[src/rtl/round_ctrl_if.sv]
`default_nettype none
// ============================================================================
//  Module   : round_ctrl_if
//  Purpose  : Handshake bundle between the round controller and its
//             environment (start request in, up-counter terminal flag in,
//             terminal value / counter clear / status out).
//  Signals  : start  - run request (environment -> controller)
//             limit  - up-counter terminal flag (environment -> controller)
//             n      - 8-bit terminal value for the up-counter
//             sreset - synchronous clear for the up-counter
//             busy   - controller is not idle
//             done   - one-cycle pulse at the end of the last round
//             round  - 4-bit 0-based index of the current round
//             err    - one-cycle watchdog-abort pulse
//  Modports : master - controller side, slave - environment side
//  Revision : 1.0  initial release
// ============================================================================
interface round_ctrl_if;
    logic       start;
    logic       limit;
    logic [7:0] n;
    logic       sreset;
    logic       busy;
    logic       done;
    logic [3:0] round;
    logic       err;

    modport master (
        input  start,
        input  limit,
        output n,
        output sreset,
        output busy,
        output done,
        output round,
        output err
    );

    modport slave (
        output start,
        output limit,
        input  n,
        input  sreset,
        input  busy,
        input  done,
        input  round,
        input  err
    );
endinterface
`default_nettype wire

[src/rtl/round_ctrl.sv]
`default_nettype none
// ============================================================================
//  Module   : round_ctrl
//  Purpose  : Sequences ROUNDS count rounds of a downstream up-counter. Each
//             round the counter is cleared for one LOAD cycle and then runs
//             until it raises limit at terminal value n. n starts at BASE and
//             grows by STEP per round, saturating at 255.
//  Ports    : mclk  - clock, all state changes on its rising edge
//             reset - synchronous active-high reset
//             bus   - round_ctrl_if.master (start, limit, n, sreset, busy,
//                     done, round, err)
//  Options  : ROUND_CTRL_WATCHDOG_EN - when defined, a RUN-state watchdog
//             aborts a round that runs 2*n+8 cycles without limit, pulsing
//             err. When undefined, err is tied low and RUN waits forever.
//  Revision : 1.0  initial release
// ============================================================================
module round_ctrl #(
    parameter int unsigned ROUNDS = 4,       // rounds per run, 1..15
    parameter logic [7:0]  BASE   = 8'd16,   // terminal value of round 0
    parameter logic [7:0]  STEP   = 8'd16    // increment of n per round
) (
    input  logic         mclk,
    input  logic         reset,
    round_ctrl_if.master bus
);

    localparam logic [3:0] LAST_ROUND = 4'(ROUNDS - 1);

    typedef enum logic [2:0] {
        IDLE = 3'd0,
        LOAD = 3'd1,
        RUN  = 3'd2,
        NEXT = 3'd3,
        DONE = 3'd4
    } state_t;

    state_t     state;
    logic [3:0] round_q;
    logic [7:0] n_q;
    logic       sreset_q;
    logic       busy_q;
    logic       done_q;

    // Next-round terminal value: 9-bit sum so a carry out saturates to 255.
    logic [8:0] n_sum;
    logic [7:0] n_next;

    assign n_sum  = {1'b0, n_q} + {1'b0, STEP};
    assign n_next = n_sum[8] ? 8'hFF : n_sum[7:0];

`ifdef ROUND_CTRL_WATCHDOG_EN
    // RUN-cycle counter; 2*255+8 = 518 fits in 10 bits.
    logic       err_q;
    logic [9:0] wd_cnt;
    logic [9:0] wd_cnt_inc;
    logic [9:0] wd_limit;
    logic       wd_expire;

    assign wd_cnt_inc = wd_cnt + 10'd1;
    assign wd_limit   = {1'b0, n_q, 1'b0} + 10'd8;
    // Fires on the edge at which the counter would reach 2*n+8.
    assign wd_expire  = (wd_cnt_inc == wd_limit);
`endif

    always_ff @(posedge mclk) begin
        if (reset) begin
            state    <= IDLE;
            round_q  <= 4'd0;
            n_q      <= BASE;
            sreset_q <= 1'b1;
            busy_q   <= 1'b0;
            done_q   <= 1'b0;
`ifdef ROUND_CTRL_WATCHDOG_EN
            err_q    <= 1'b0;
            wd_cnt   <= 10'd0;
`endif
        end else begin
            // done and err are single-cycle pulses.
            done_q <= 1'b0;
`ifdef ROUND_CTRL_WATCHDOG_EN
            err_q  <= 1'b0;
`endif
            case (state)
                IDLE: begin
                    // round and n keep their final values until a new start.
                    if (bus.start) begin
                        state    <= LOAD;
                        round_q  <= 4'd0;
                        n_q      <= BASE;
                        busy_q   <= 1'b1;
                        sreset_q <= 1'b1;
                    end
                end

                LOAD: begin
                    // The counter was held clear during LOAD, so RUN never
                    // starts with a stale limit.
                    state    <= RUN;
                    sreset_q <= 1'b0;
`ifdef ROUND_CTRL_WATCHDOG_EN
                    wd_cnt   <= 10'd0;
`endif
                end

                RUN: begin
                    if (bus.limit) begin
                        if (round_q == LAST_ROUND) begin
                            state    <= DONE;
                            done_q   <= 1'b1;
                            sreset_q <= 1'b1;
                        end else begin
                            state    <= NEXT;
                        end
                    end
`ifdef ROUND_CTRL_WATCHDOG_EN
                    else if (wd_expire) begin
                        state    <= IDLE;
                        err_q    <= 1'b1;
                        sreset_q <= 1'b1;
                        busy_q   <= 1'b0;
                    end else begin
                        wd_cnt   <= wd_cnt_inc;
                    end
`endif
                end

                NEXT: begin
                    // sreset stays low here so the only clear pulse a later
                    // round sees is its single LOAD cycle.
                    state    <= LOAD;
                    round_q  <= round_q + 4'd1;
                    n_q      <= n_next;
                    sreset_q <= 1'b1;
                end

                DONE: begin
                    state    <= IDLE;
                    busy_q   <= 1'b0;
                    sreset_q <= 1'b1;
                end

                default: begin
                    state    <= IDLE;
                    busy_q   <= 1'b0;
                    sreset_q <= 1'b1;
                end
            endcase
        end
    end

    assign bus.n      = n_q;
    assign bus.round  = round_q;
    assign bus.sreset = sreset_q;
    assign bus.busy   = busy_q;
    assign bus.done   = done_q;
`ifdef ROUND_CTRL_WATCHDOG_EN
    assign bus.err    = err_q;
`else
    assign bus.err    = 1'b0;
`endif

endmodule
`default_nettype wire

[src/flat_wrapper.sv]
// flat-port wrapper written by rule: the top's interface ports become plain ports
module round_ctrl_flat 
#(
    parameter int unsigned ROUNDS = 4,                               
    parameter logic [7:0]  BASE   = 8'd16,                               
    parameter logic [7:0]  STEP   = 8'd16                               
)
  (mclk, reset, bus_start, bus_limit, bus_n, bus_sreset, bus_busy, bus_done, bus_round, bus_err);
  round_ctrl_if bus_i ();
  input  logic mclk;
  input  logic reset;
  input wire logic [$bits(bus_i.start)-1:0] bus_start;
  input wire logic [$bits(bus_i.limit)-1:0] bus_limit;
  output wire logic [$bits(bus_i.n)-1:0] bus_n;
  output wire logic [$bits(bus_i.sreset)-1:0] bus_sreset;
  output wire logic [$bits(bus_i.busy)-1:0] bus_busy;
  output wire logic [$bits(bus_i.done)-1:0] bus_done;
  output wire logic [$bits(bus_i.round)-1:0] bus_round;
  output wire logic [$bits(bus_i.err)-1:0] bus_err;
  assign bus_i.start = bus_start;
  assign bus_i.limit = bus_limit;
  assign bus_n = bus_i.n;
  assign bus_sreset = bus_i.sreset;
  assign bus_busy = bus_i.busy;
  assign bus_done = bus_i.done;
  assign bus_round = bus_i.round;
  assign bus_err = bus_i.err;
  round_ctrl #(.ROUNDS(ROUNDS), .BASE(BASE), .STEP(STEP)) u_core (.mclk(mclk), .reset(reset), .bus(bus_i));
endmodule
[config.mk]
export PLATFORM = sky130hd
export DESIGN_NAME = round_ctrl_flat
export DESIGN_NICKNAME = d
export VERILOG_FILES = /design/src/rtl/round_ctrl_if.sv /design/src/rtl/round_ctrl.sv /design/src/flat_wrapper.sv
export SDC_FILE = /design/constraint.sdc
export NUM_CORES = 1
export LEC_CHECK = 0
export ABC_CLOCK_PERIOD_IN_PS = 2280
export BUFFER_PORTS_ARGS = -buffer_cell sky130_fd_sc_hd__buf_4
export CAP_MARGIN = 10
export CORE_MARGIN = 4
export CORE_UTILIZATION = 45
export DETAILED_ROUTE_END_ITERATION = 12
export PLACE_DENSITY = 0.7
export SYNTH_ARGS = -nofsm -noshare
export SYNTH_HDL_FRONTEND = slang
export SYNTH_SLANG_ARGS = --single-unit
[constraint.sdc]
create_clock -name mclk -period 2.28 [get_ports mclk]
set_clock_uncertainty 0.2 [all_clocks]
set_input_delay 0.114 -clock mclk [delete_from_list [all_inputs] [get_ports mclk]]
set_output_delay 0.114 -clock mclk [all_outputs]
set_load 0.02 [all_outputs]
==> impl_results.md <==
- Leakage: 0.345 nW
- Worst Hold End: u_core.bus.busy$_SDFFE_PP0P_
- DP Cell Count: 108
- Commonest non-fill, non-tap cell in the layout: buf_4
- CTS tree: built
- Avg WL per Cell: 13.9 um
- Crit path DAT: 1.72 ns
- Least-Margin Pin Slew: 0.529 ns
- Iter 0 DRT Violations: 6
- Fill cells: 142
- Maxcap violations: 0
- Final RePlAce weighted congestion: 0.801
- Ys flop type: dfxtp_1
- ANT cells: 0
- GR Overflow Total: 0
- TritonCTS Sinks: 15
- RSZ-0062 raised after global routing: no
- Antenna violations before repair: 0
- Die Ht: about 49 um
- Dpl hpwl: between 1000 and 1500 um
- First drt pass iteration count: 4
- Startpoint Class: register
- Flops & latches, synth: 15
- Total CTS buffers: 3
- Post-synthesis cell type count: 37
- Worst R2R End: u_core.bus.sreset$_SDFFE_PP1P_
- Share of the synthesized area in the top cell type: 0.391
- Core area: 1560 sq um
- Initial Util: 0.493
- Worst vdd ir: around 0.33 mV
- Worst hold start: u_core.bus.busy$_SDFFE_PP0P_
- Vias: roughly 660
- Gate Count Post-Synth: 83
- Post-synth ARST share: 0
- Ranking of synthesized cells by area: dfxtp_1, a211oi_1, nand2b_1
- Setup violators final: 0
- NumNets Final: 106
- Clock period minus worst slack: ~1.7 ns
- Post-route DRC: 0
- Port buffer count: 18
- Vias in the first global route: between 600 and 700
- First-pass GRT wire length: 2760 um
- Design Area, Final: 916 sq um
- Hold Path Cell Cnt: 2
- Final wirelength: 1600 um
- IO Count: 20
- Status: finished clean
- Mapped Nets: 89
- Final Instance Count excl. Fillers: 115
- Clock slew at reported path FFs: roughly 0.090 ns
- Post-DRT Antenna Nets: 0
- Syn Area/Cell: about 9 sq um
- Max-slew headroom: 0.647
- DP Area: 858 sq um
- Final hold vios: 0
- Die X-Extent: 49.3 um
- Worst reg-to-reg setup slack: ~0.53 ns
- Most frequent cells in the layout: buf_4, dfxtp_1, nand2b_1, a211oi_1
- Reg2Reg Depth: 4
- Clock Tree Buf Depth: 2
- All-Layer GR Usage: 0.140
- CP Class: register to register
- Peak Freq: 572 MHz
- Worst setup EP type: register
- Setup TNS: 0 ns
- Area leader, netlist: dfxtp_1
- Die area: 2430 sq um
- Skew-Pair Late Insertion Delay: 0.28 ns
- Power Density: around 550 nW/um^2
- Synthesis-to-finish area growth: 19.2%
- Layout cells sized above 1: 0.263
- Part of the cycle the worst path needs: 0.766
- # rows: 14
- Req. time, crit path: 2.25 ns
- Syn Std Cell Area: 768 sq um
- CP Max Fanout: 5
- Syn. warnings: 0
- Post-CTS resize count: 0
- Seq/Total Area, Yosys: 0.391
- Reg2reg start: u_core.bus.round[0]$_SDFFE_PP0P_
- Slew Viols, Final: 0
- Largest net degree at the start of global routing: 17
- Number of synthesized flops with an enable pin: 0
- HP Class: register to register
- CTS root buf: clkbuf_4
- H-tree lvl count: 1
- Via/cell ratio: 5.75
what timing repair did:
| action | 4_1_cts | 5_1_grt |
|---|---|---|
| hold endpoints to repair | 15 | 0 |
| buffers inserted | 0 | 0 |
| hold buffers | 3 | 0 |
state kept, by name, indices dropped and copies added, names as in the netlist:
name,cells
u_core.bus.round,4
u_core.bus.n,5
u_core.bus.busy,1
u_core.state,3
u_core.bus.done,1
u_core.bus.sreset,1
layout make-up:
class	instances	area (sq um)	area share
Multi-Input combinational cell	56	392	0.428
Sequential cell	15	300	0.328
Timing Repair Buffer	21	165	0.180
Clock buffer	3	22.5	0.0246
Tap cell	16	20.0	0.0219
Inverter	3	11.3	0.0123
Clock inverter	1	5.00	0.00546
cell usage after synthesis, types with 2 or more instances:
library cell / n
a211oi_1: 5
dfxtp_1: 15
nand2_1: 3
nor4_1: 3
buf_6: 2
clkbuf_1: 2
nand3_1: 4
a21oi_1: 4
and3_1: 2
o21ai_0: 3
ha_1: 2
nand2b_1: 5
inv_1: 3
a211o_1: 2
buf_4: 4
or3b_1: 2
nor2_1: 2
critical path: stages (launching register included):
cell	delay (ns)
dfxtp_1	0.36
ha_1	0.25
nand4bb_1	0.18
or3b_1	0.36
a211o_1	0.29
how the worst max path moves through the flow:
stage | end | startpoint
finish | u_core.bus.sreset$_SDFFE_PP1P_ | u_core.bus.round[0]$_SDFFE_PP0P_
global route | u_core.bus.round[2]$_SDFFE_PP0P_ | u_core.state[2]$_SDFFE_PP0P_
CTS | u_core.bus.round[2]$_SDFFE_PP0P_ | u_core.state[2]$_SDFFE_PP0P_
global placement | u_core.bus.sreset$_SDFFE_PP1P_ | u_core.bus.round[0]$_SDFFE_PP0P_
detailed placement | u_core.bus.sreset$_SDFFE_PP1P_ | u_core.bus.round[0]$_SDFFE_PP0P_
floorplan | u_core.bus.sreset$_SDFFE_PP1P_ | u_core.bus.round[0]$_SDFFE_PP0P_
power breakdown:
| group | internal (W) | switching [W] | leakage (nW) | total [W] |
|---|---|---|---|---|
| Combinational | 0.0000325 | 0.0000361 | 0.205 | 0.0000686 |
| Sequential | 0.000271 | 0.0000135 | 0.122 | 0.000285 |
| Clock | 0.0000650 | 0.0000857 | 0.0177 | 0.000151 |
cells by family after synthesis:
logic type      Yosys count  synth area share
simple gates             29             0.236
compound gates           24             0.236
flops                    15             0.391
buf+inv                  12            0.0993
fa+ha+maj                 2            0.0326
other cells               1           0.00488
per-layer routing:
layer | GRT usage | vias up | wire length (um) | part of all wire
li1 | - | 338 | - | -
met1 | 0.188 | 307 | 787 | 0.49
met2 | 0.214 | 14 | 697 | 0.44
met3 | 0.0398 | 2 | 103 | 0.065
met4 | 0.0427 | 0 | 6 | 0.0038
met5 | 0 | - | 0 | 0
per-stage QoR:
step                worst slack [ns]   util  power (W)  hold slack, ns
floorplan                      0.549      -   0.000342        -0.00874
global placement               0.594  0.551   0.000355           0.220
detailed placement             0.557  0.551   0.000355           0.215
CTS                            0.531  0.587   0.000509           0.266
global route                   0.357  0.587   0.000530           0.293
finish                         0.533  0.587   0.000504           0.261
Power figures use the tool's default switching activity.
